$ cat config.mk
export PLATFORM = sky130hd
export DESIGN_NAME = breakout_game_ctrl
export DESIGN_NICKNAME = d
export VERILOG_FILES = /design/src/rtl/game_pkg.sv /design/src/rtl/frame_tick_sync.sv /design/src/rtl/breakout_game_ctrl.sv
export SDC_FILE = /design/constraint.sdc
export NUM_CORES = 1
export LEC_CHECK = 0
export CELL_PAD_IN_SITES_DETAIL_PLACEMENT = 1
export CELL_PAD_IN_SITES_GLOBAL_PLACEMENT = 2
export CORE_MARGIN = 3
export CORE_UTILIZATION = 33
export DETAILED_ROUTE_END_ITERATION = 12
export GPL_TIMING_DRIVEN = 0
export PLACE_DENSITY_LB_ADDON = 0.1
export SLEW_MARGIN = 10
export SYNTH_ARGS = -nofsm -noshare
export SYNTH_HDL_FRONTEND = slang
export SYNTH_SLANG_ARGS = --single-unit
export TNS_END_PERCENT = 50
$ cat constraint.sdc
create_clock -name Clk -period 6.3 [get_ports Clk]
set_clock_uncertainty 0.1 [all_clocks]
set_input_delay 1.89 -clock Clk [delete_from_list [all_inputs] [get_ports Clk]]
set_output_delay 1.89 -clock Clk [all_outputs]
set_load 0.02 [all_outputs]
$ cat src/rtl/game_pkg.sv
`default_nettype none
// ============================================================================
// Module   : game_pkg
// Purpose  : Shared state encoding and default game constants.
// Revision : 1.0 - initial release
// ============================================================================
package game_pkg;

    localparam int c_num_bricks  = 9;
    localparam int c_start_lives = 3;

    typedef enum logic [2:0] {
        ST_IDLE  = 3'd0,
        ST_SERVE = 3'd1,
        ST_PLAY  = 3'd2,
        ST_WIN   = 3'd3,
        ST_LOSE  = 3'd4
    } state_t;

endpackage
`default_nettype wire

$ cat src/rtl/frame_tick_sync.sv
`default_nettype none
// ============================================================================
// Module   : frame_tick_sync
// Purpose  : Two-flop synchronizer for the frame strobe plus rising-edge pulse.
// Revision : 1.0 - initial release
// ============================================================================
module frame_tick_sync (
    input  logic clk,
    input  logic rst,
    input  logic i_frame_clk,
    output logic o_frame_tick
);

    logic r_sync1;
    logic r_sync2;
    logic r_sync2_d;

    always_ff @(posedge clk) begin
        if (rst) begin
            r_sync1   <= 1'b0;
            r_sync2   <= 1'b0;
            r_sync2_d <= 1'b0;
        end else begin
            r_sync1   <= i_frame_clk;
            r_sync2   <= r_sync1;
            r_sync2_d <= r_sync2;
        end
    end

    assign o_frame_tick = r_sync2 & ~r_sync2_d;

endmodule
`default_nettype wire

$ cat src/rtl/breakout_game_ctrl.sv
`default_nettype none
// ============================================================================
// Module   : breakout_game_ctrl
// Purpose  : Breakout game flow: serve timing, brick mask, lives, win/lose.
// Revision : 1.0 - initial release
// ============================================================================
module breakout_game_ctrl
    import game_pkg::*;
#(
    parameter int NUM_BRICKS   = c_num_bricks,
    parameter int START_LIVES  = c_start_lives,
    parameter int SERVE_FRAMES = 60
) (
    input  logic                  Clk,
    input  logic                  Reset,
    input  logic                  frame_clk,
    input  logic                  start,
    input  logic                  hit_valid,
    input  logic [3:0]            hit_index,
    input  logic                  ball_lost,
    output logic [NUM_BRICKS-1:0] brick_exists,
    output logic [1:0]            lives,
    output logic                  ball_reset,
    output logic                  hit_ack,
    output logic                  did_win_game,
    output logic                  did_lose_game
);

    localparam int                 c_cnt_w      = $clog2(SERVE_FRAMES + 1);
    localparam logic [c_cnt_w-1:0] c_serve_last = c_cnt_w'(SERVE_FRAMES - 1);
    localparam logic [c_cnt_w-1:0] c_cnt_one    = c_cnt_w'(1);
    localparam logic [1:0]         c_lives_init = 2'(START_LIVES);

    state_t                  r_state;
    state_t                  w_next_state;
    logic [NUM_BRICKS-1:0]   r_bricks;
    logic [1:0]              r_lives;
    logic [c_cnt_w-1:0]      r_serve_cnt;
    logic                    r_hit_ack;
    logic                    r_did_win;
    logic                    r_did_lose;

    logic                    w_frame_tick;
    logic [NUM_BRICKS-1:0]   w_hit_mask;
    logic [NUM_BRICKS-1:0]   w_bricks_after_hit;
    logic                    w_hit_accept;
    logic                    w_clear_last;
    logic                    w_loss;
    logic                    w_serve_done;

    frame_tick_sync u_frame_tick_sync (
        .clk          (Clk),
        .rst          (Reset),
        .i_frame_clk  (frame_clk),
        .o_frame_tick (w_frame_tick)
    );

    // Out-of-range indices decode to an empty mask, so they ack without effect.
    always_comb begin
        w_hit_mask = '0;
        for (int i = 0; i < NUM_BRICKS; i++) begin
            w_hit_mask[i] = (32'(hit_index) == i);
        end
        w_hit_accept       = (r_state == ST_PLAY) && hit_valid;
        w_bricks_after_hit = w_hit_accept ? (r_bricks & ~w_hit_mask) : r_bricks;
        w_clear_last       = w_hit_accept && (|(r_bricks & w_hit_mask))
                             && (w_bricks_after_hit == '0);
        w_loss             = (r_state == ST_PLAY) && w_frame_tick && ball_lost
                             && !w_clear_last;
        w_serve_done       = (r_state == ST_SERVE) && w_frame_tick
                             && (r_serve_cnt == c_serve_last);
    end

    always_ff @(posedge Clk) begin
        if (Reset) begin
            r_state <= ST_IDLE;
        end else begin
            r_state <= w_next_state;
        end
    end

    always_comb begin
        w_next_state = r_state;
        case (r_state)
            ST_IDLE:  if (start) w_next_state = ST_SERVE;
            ST_SERVE: if (w_serve_done) w_next_state = ST_PLAY;
            ST_PLAY: begin
                if (w_clear_last) begin
                    w_next_state = ST_WIN;
                end else if (w_loss) begin
                    w_next_state = (r_lives > 2'd1) ? ST_SERVE : ST_LOSE;
                end
            end
            ST_WIN:   if (start) w_next_state = ST_IDLE;
            ST_LOSE:  if (start) w_next_state = ST_IDLE;
            default:  w_next_state = ST_IDLE;
        endcase
    end

    always_comb begin
        ball_reset = (r_state != ST_PLAY);
    end

    // Reloading on entry to IDLE makes the fresh board visible in IDLE's first cycle.
    always_ff @(posedge Clk) begin
        if (Reset || (w_next_state == ST_IDLE)) begin
            r_bricks <= '1;
            r_lives  <= c_lives_init;
        end else if (r_state == ST_PLAY) begin
            r_bricks <= w_bricks_after_hit;
            if (w_loss && (r_lives != 2'd0)) begin
                r_lives <= r_lives - 2'd1;
            end
        end
    end

    always_ff @(posedge Clk) begin
        if (Reset) begin
            r_serve_cnt <= '0;
            r_hit_ack   <= 1'b0;
            r_did_win   <= 1'b0;
            r_did_lose  <= 1'b0;
        end else begin
            r_hit_ack  <= w_hit_accept;
            r_did_win  <= (w_next_state == ST_WIN);
            r_did_lose <= (w_next_state == ST_LOSE);
            if (r_state != ST_SERVE) begin
                r_serve_cnt <= '0;
            end else if (w_frame_tick) begin
                r_serve_cnt <= w_serve_done ? '0 : (r_serve_cnt + c_cnt_one);
            end
        end
    end

    assign brick_exists  = r_bricks;
    assign lives         = r_lives;
    assign hit_ack       = r_hit_ack;
    assign did_win_game  = r_did_win;
    assign did_lose_game = r_did_lose;

endmodule
`default_nettype wire

==> parameters.txt <==
Parameter                              Value

Setup path
  Largest stage delay on the critical path    450 ps
  Max FO, Critical Path    10
  List of cells traversed by the critical path    clkdlybuf4s50_1 > buf_2 > or3b_1 > a2111oi_1 > a21oi_1 > or2_1 > o22a_1 > nand4b_2 > buf_6 > o211ai_2
  Required time of the critical path    6370 ps
  Critical setup path kind    in -> reg
  Arrival time reported for the critical path endpoint    4330 ps
  Slowest library cell on the worst path    sky130_fd_sc_hd__clkdlybuf4s50_1
  Critical Path Source Type    primary input
  Crit. End Element    flip-flop

Cells and area
  Number of filler instances in the final layout    454
  Antenna diode instance count    0
  Final nets    194
  Layout cell share with drive strength beyond 1    0.122
  Area of the multi-input gates    759 sq um
  Final design area excluding fillers    0.00172 sq mm
  Final core utilization    0.452
  Layout Cells excl Fill    228
  Storage cell area    520 sq um
  Area growth, synth to finish    27.7%

Drt
  Mean routed wirelength per cell    14.7 microns
  Via-to-Cell Ratio    5.21
  Post-route antenna net violation count    0
  Drt first pass iters    4
  Number of DRC markers in iteration 0    44
  Detailed-route via count    1,189
  Total routed wirelength    3340 microns
  DRC    0

Clock tree
  TritonCTS clock tree    done
  Later-pin clock latency in the skew report    270 ps
  # clock sinks    26
  Deepest clock path buffer count    2
  Number of buffers created by CTS    3
  Clock root cell    sky130_fd_sc_hd__clkbuf_8
  Hold-fix buffers at CTS    0
  H-tree Lvls    1
  Total setup buffers inserted after CTS    0
  Post_cts resized    0
  Clock-pin slew reported for the worst setup and hold paths after clock tree synthesis    100 ps

Global route
  Largest net degree at the start of global routing    16
  Global-route wire length before repair    5620 microns
  Met2 routing resource usage after global routing    0.214
  Vias in the first global route    1,128
  Fraction of met1 tracks used by global routing    0.201
  Global Route Usage Sum    0.142
  Met3 track demand over resource    0.0304
  GRT Residual Overflow    0
  Most heavily used metal layer in global routing    met2
  Number of antenna violations at the first check in global routing    0

Floorplan
  Cell Rows    22
  Die Footprint    0.00487 sq mm
  Effective utilization at floorplan    0.354
  DIE WIDTH    69.8 microns
  IO Count    25
  Die extent in y    69.8 microns
  Core area    0.00380 sq mm

STA
  Final critical path time including I/O delays and setup    4260 ps
  Relative max-transition margin    0.670
  Worst slew pin tran    488 ps
  Number of hold violations in the final report    0
  Final setup violation count    0
  Final Cycle Share    0.676
  Total count of max-transition violations in the final report    0
  Unrepaired setup endpoints after global routing    no
  Setup TNS after final layout    0 ps
  Max Fclk    0.235 GHz

Power
  Lkg Pwr    0.692 nW
  Power Density    194 mW/mm^2
  Worst supply voltage drop on vdd    0.0876 mV
  Total design power    0.000334 W

Placed design
  Placer's final routability congestion estimate    0.742
  Post-place instance area    0.00164 sq mm
  Port bufs    24
  Dpl cells    224
  Detailed placer's ending HPWL    2600 microns

Yosys
  Top cell type's share of synthesized area    0.387
  Sequential fraction of the synthesis area    0.387
  Post-synth net total    165
  Asr flop ratio synth    0
  Post-synthesis cell type count    50
  Post-synth top flop    sky130_fd_sc_hd__dfxtp_1
  Mean instance size in the synthesized netlist    8.84 sq um
  Count of synthesis-stage warnings from yosys    0
  Flip-flop and latch count after synthesis    26
  Syn Std Cell Area    0.00134 sq mm
  Number of enable-type register cells in the synthesized netlist    0
  Biggest area consumer among synthesized cells    sky130_fd_sc_hd__dfxtp_1
  Cells after synthesis    152
  Dominant cells by area after synthesis    sky130_fd_sc_hd__dfxtp_1, sky130_fd_sc_hd__nand2_1, sky130_fd_sc_hd__nor2_1

Worst hold path
  Hold Path Class    reg -> reg

Outcome
  Result of the run    finished, final reports clean

Job
  Max-cap violations    0
==> sequential cells by signal (all words and copies together), names as in the netlist <==
| signal | cells |
|---|---|
| r_state | 3 |
| lives | 2 |
| brick_exists | 9 |
| u_frame_tick_sync.r_sync2 | 1 |
| hit_ack | 1 |
| u_frame_tick_sync.r_sync1 | 1 |
| did_lose_game | 1 |
| r_serve_cnt | 6 |
| u_frame_tick_sync.r_sync2_d | 1 |
| did_win_game | 1 |
==> cells in the mapped netlist (4+ instances only) <==
| master | number |
|---|---|
| sky130_fd_sc_hd__nand2b_1 | 6 |
| sky130_fd_sc_hd__nand2_1 | 17 |
| sky130_fd_sc_hd__mux2i_1 | 4 |
| sky130_fd_sc_hd__nor2b_1 | 5 |
| sky130_fd_sc_hd__nor2_1 | 13 |
| sky130_fd_sc_hd__inv_1 | 8 |
| sky130_fd_sc_hd__a21oi_1 | 4 |
| sky130_fd_sc_hd__nand3b_1 | 4 |
| sky130_fd_sc_hd__dfxtp_1 | 26 |
| sky130_fd_sc_hd__nand4_1 | 4 |
==> cells in the final DEF, fill, tap and decap left out, types with 3 or more instances in the layout <==
| cell type | count |
|---|---|
| sky130_fd_sc_hd__mux2i_1 | 4 |
| sky130_fd_sc_hd__buf_2 | 3 |
| sky130_fd_sc_hd__nand2_1 | 17 |
| sky130_fd_sc_hd__o31ai_1 | 3 |
| sky130_fd_sc_hd__o21ai_0 | 3 |
| sky130_fd_sc_hd__ha_1 | 3 |
| sky130_fd_sc_hd__nor2b_1 | 5 |
| sky130_fd_sc_hd__inv_1 | 8 |
| sky130_fd_sc_hd__clkbuf_8 | 3 |
| sky130_fd_sc_hd__dfxtp_1 | 26 |
| sky130_fd_sc_hd__nor2_1 | 13 |
| sky130_fd_sc_hd__nand2b_1 | 6 |
| sky130_fd_sc_hd__a21oi_1 | 4 |
| sky130_fd_sc_hd__nand4_1 | 4 |
| sky130_fd_sc_hd__or2_2 | 3 |
| sky130_fd_sc_hd__clkdlybuf4s50_1 | 24 |
| sky130_fd_sc_hd__nand3b_1 | 4 |
| sky130_fd_sc_hd__or3_1 | 3 |
| sky130_fd_sc_hd__a211oi_1 | 3 |
| sky130_fd_sc_hd__xor2_1 | 3 |
==> cell type report <==
class,count,share of cell area
repair buffers,24,0.140
clock inverters,1,0.0175
clock buffers,3,0.0241
plain buffers,6,0.0197
flip-flops and latches,26,0.303
multi-input cells,112,0.443
inverters,8,0.0175
well taps,48,0.0350
==> through the flow <==
step                hold WS, ps  setup slack [ps]
floorplan                   314              2500
global placement            316              1770
detailed placement          329              1750
CTS                         353              2040
global route                362              1870
finish                      345              2040
==> logic make-up (layout without fill, tap and decap cells) <==
kind of cell	count (synthesis)	in the layout	share of synthesized area
AOI/OAI and AO/OA	25	25	0.139
muxes	5	5	0.0382
and+or+nand+nor	75	75	0.334
xor gates and xnor gates	4	4	0.0261
buffers and inverters	14	42	0.0475
adders and majority gates	3	3	0.0279
DFF	26	26	0.387
==> worst paths after layout <==
path | start | endpoint | slack [ps] | cells after the start
setup / recovery | hit_index[0] | lives[1] | 2040 | 10
hold / removal | u_frame_tick_sync.r_sync1 | u_frame_tick_sync.r_sync2 | 340 | 1
setup reg to reg | r_state[2] | lives[1] | 3750 | 9
hold reg to reg | u_frame_tick_sync.r_sync1 | u_frame_tick_sync.r_sync2 | 340 | 1
==> critical path: cells and delay by family <==
| family | cells | cell delay (ps) |
|---|---|---|
| compound gates | 4 | 860 |
| buf+inv | 3 | 820 |
| simple gates | 3 | 760 |
==> routing by layer <==
layer / vias up / wire (microns)
li1: 598 / -
met1: 566 / 1750
met2: 23 / 1450
met3: 2 / 120
met4: 0 / 24
met5: - / 0
==> report_power, final <==
group	internal [W]	total (W)	switching (W)	leakage, nW
combinational	0.0000129	0.0000261	0.0000132	0.445
clock	0.0000850	0.000141	0.0000559	0.0357
sequential	0.000166	0.000167	0.00000112	0.211
total	0.000263	0.000334	0.0000702	0.692
Note: power is estimated with default switching activity, not from simulation.
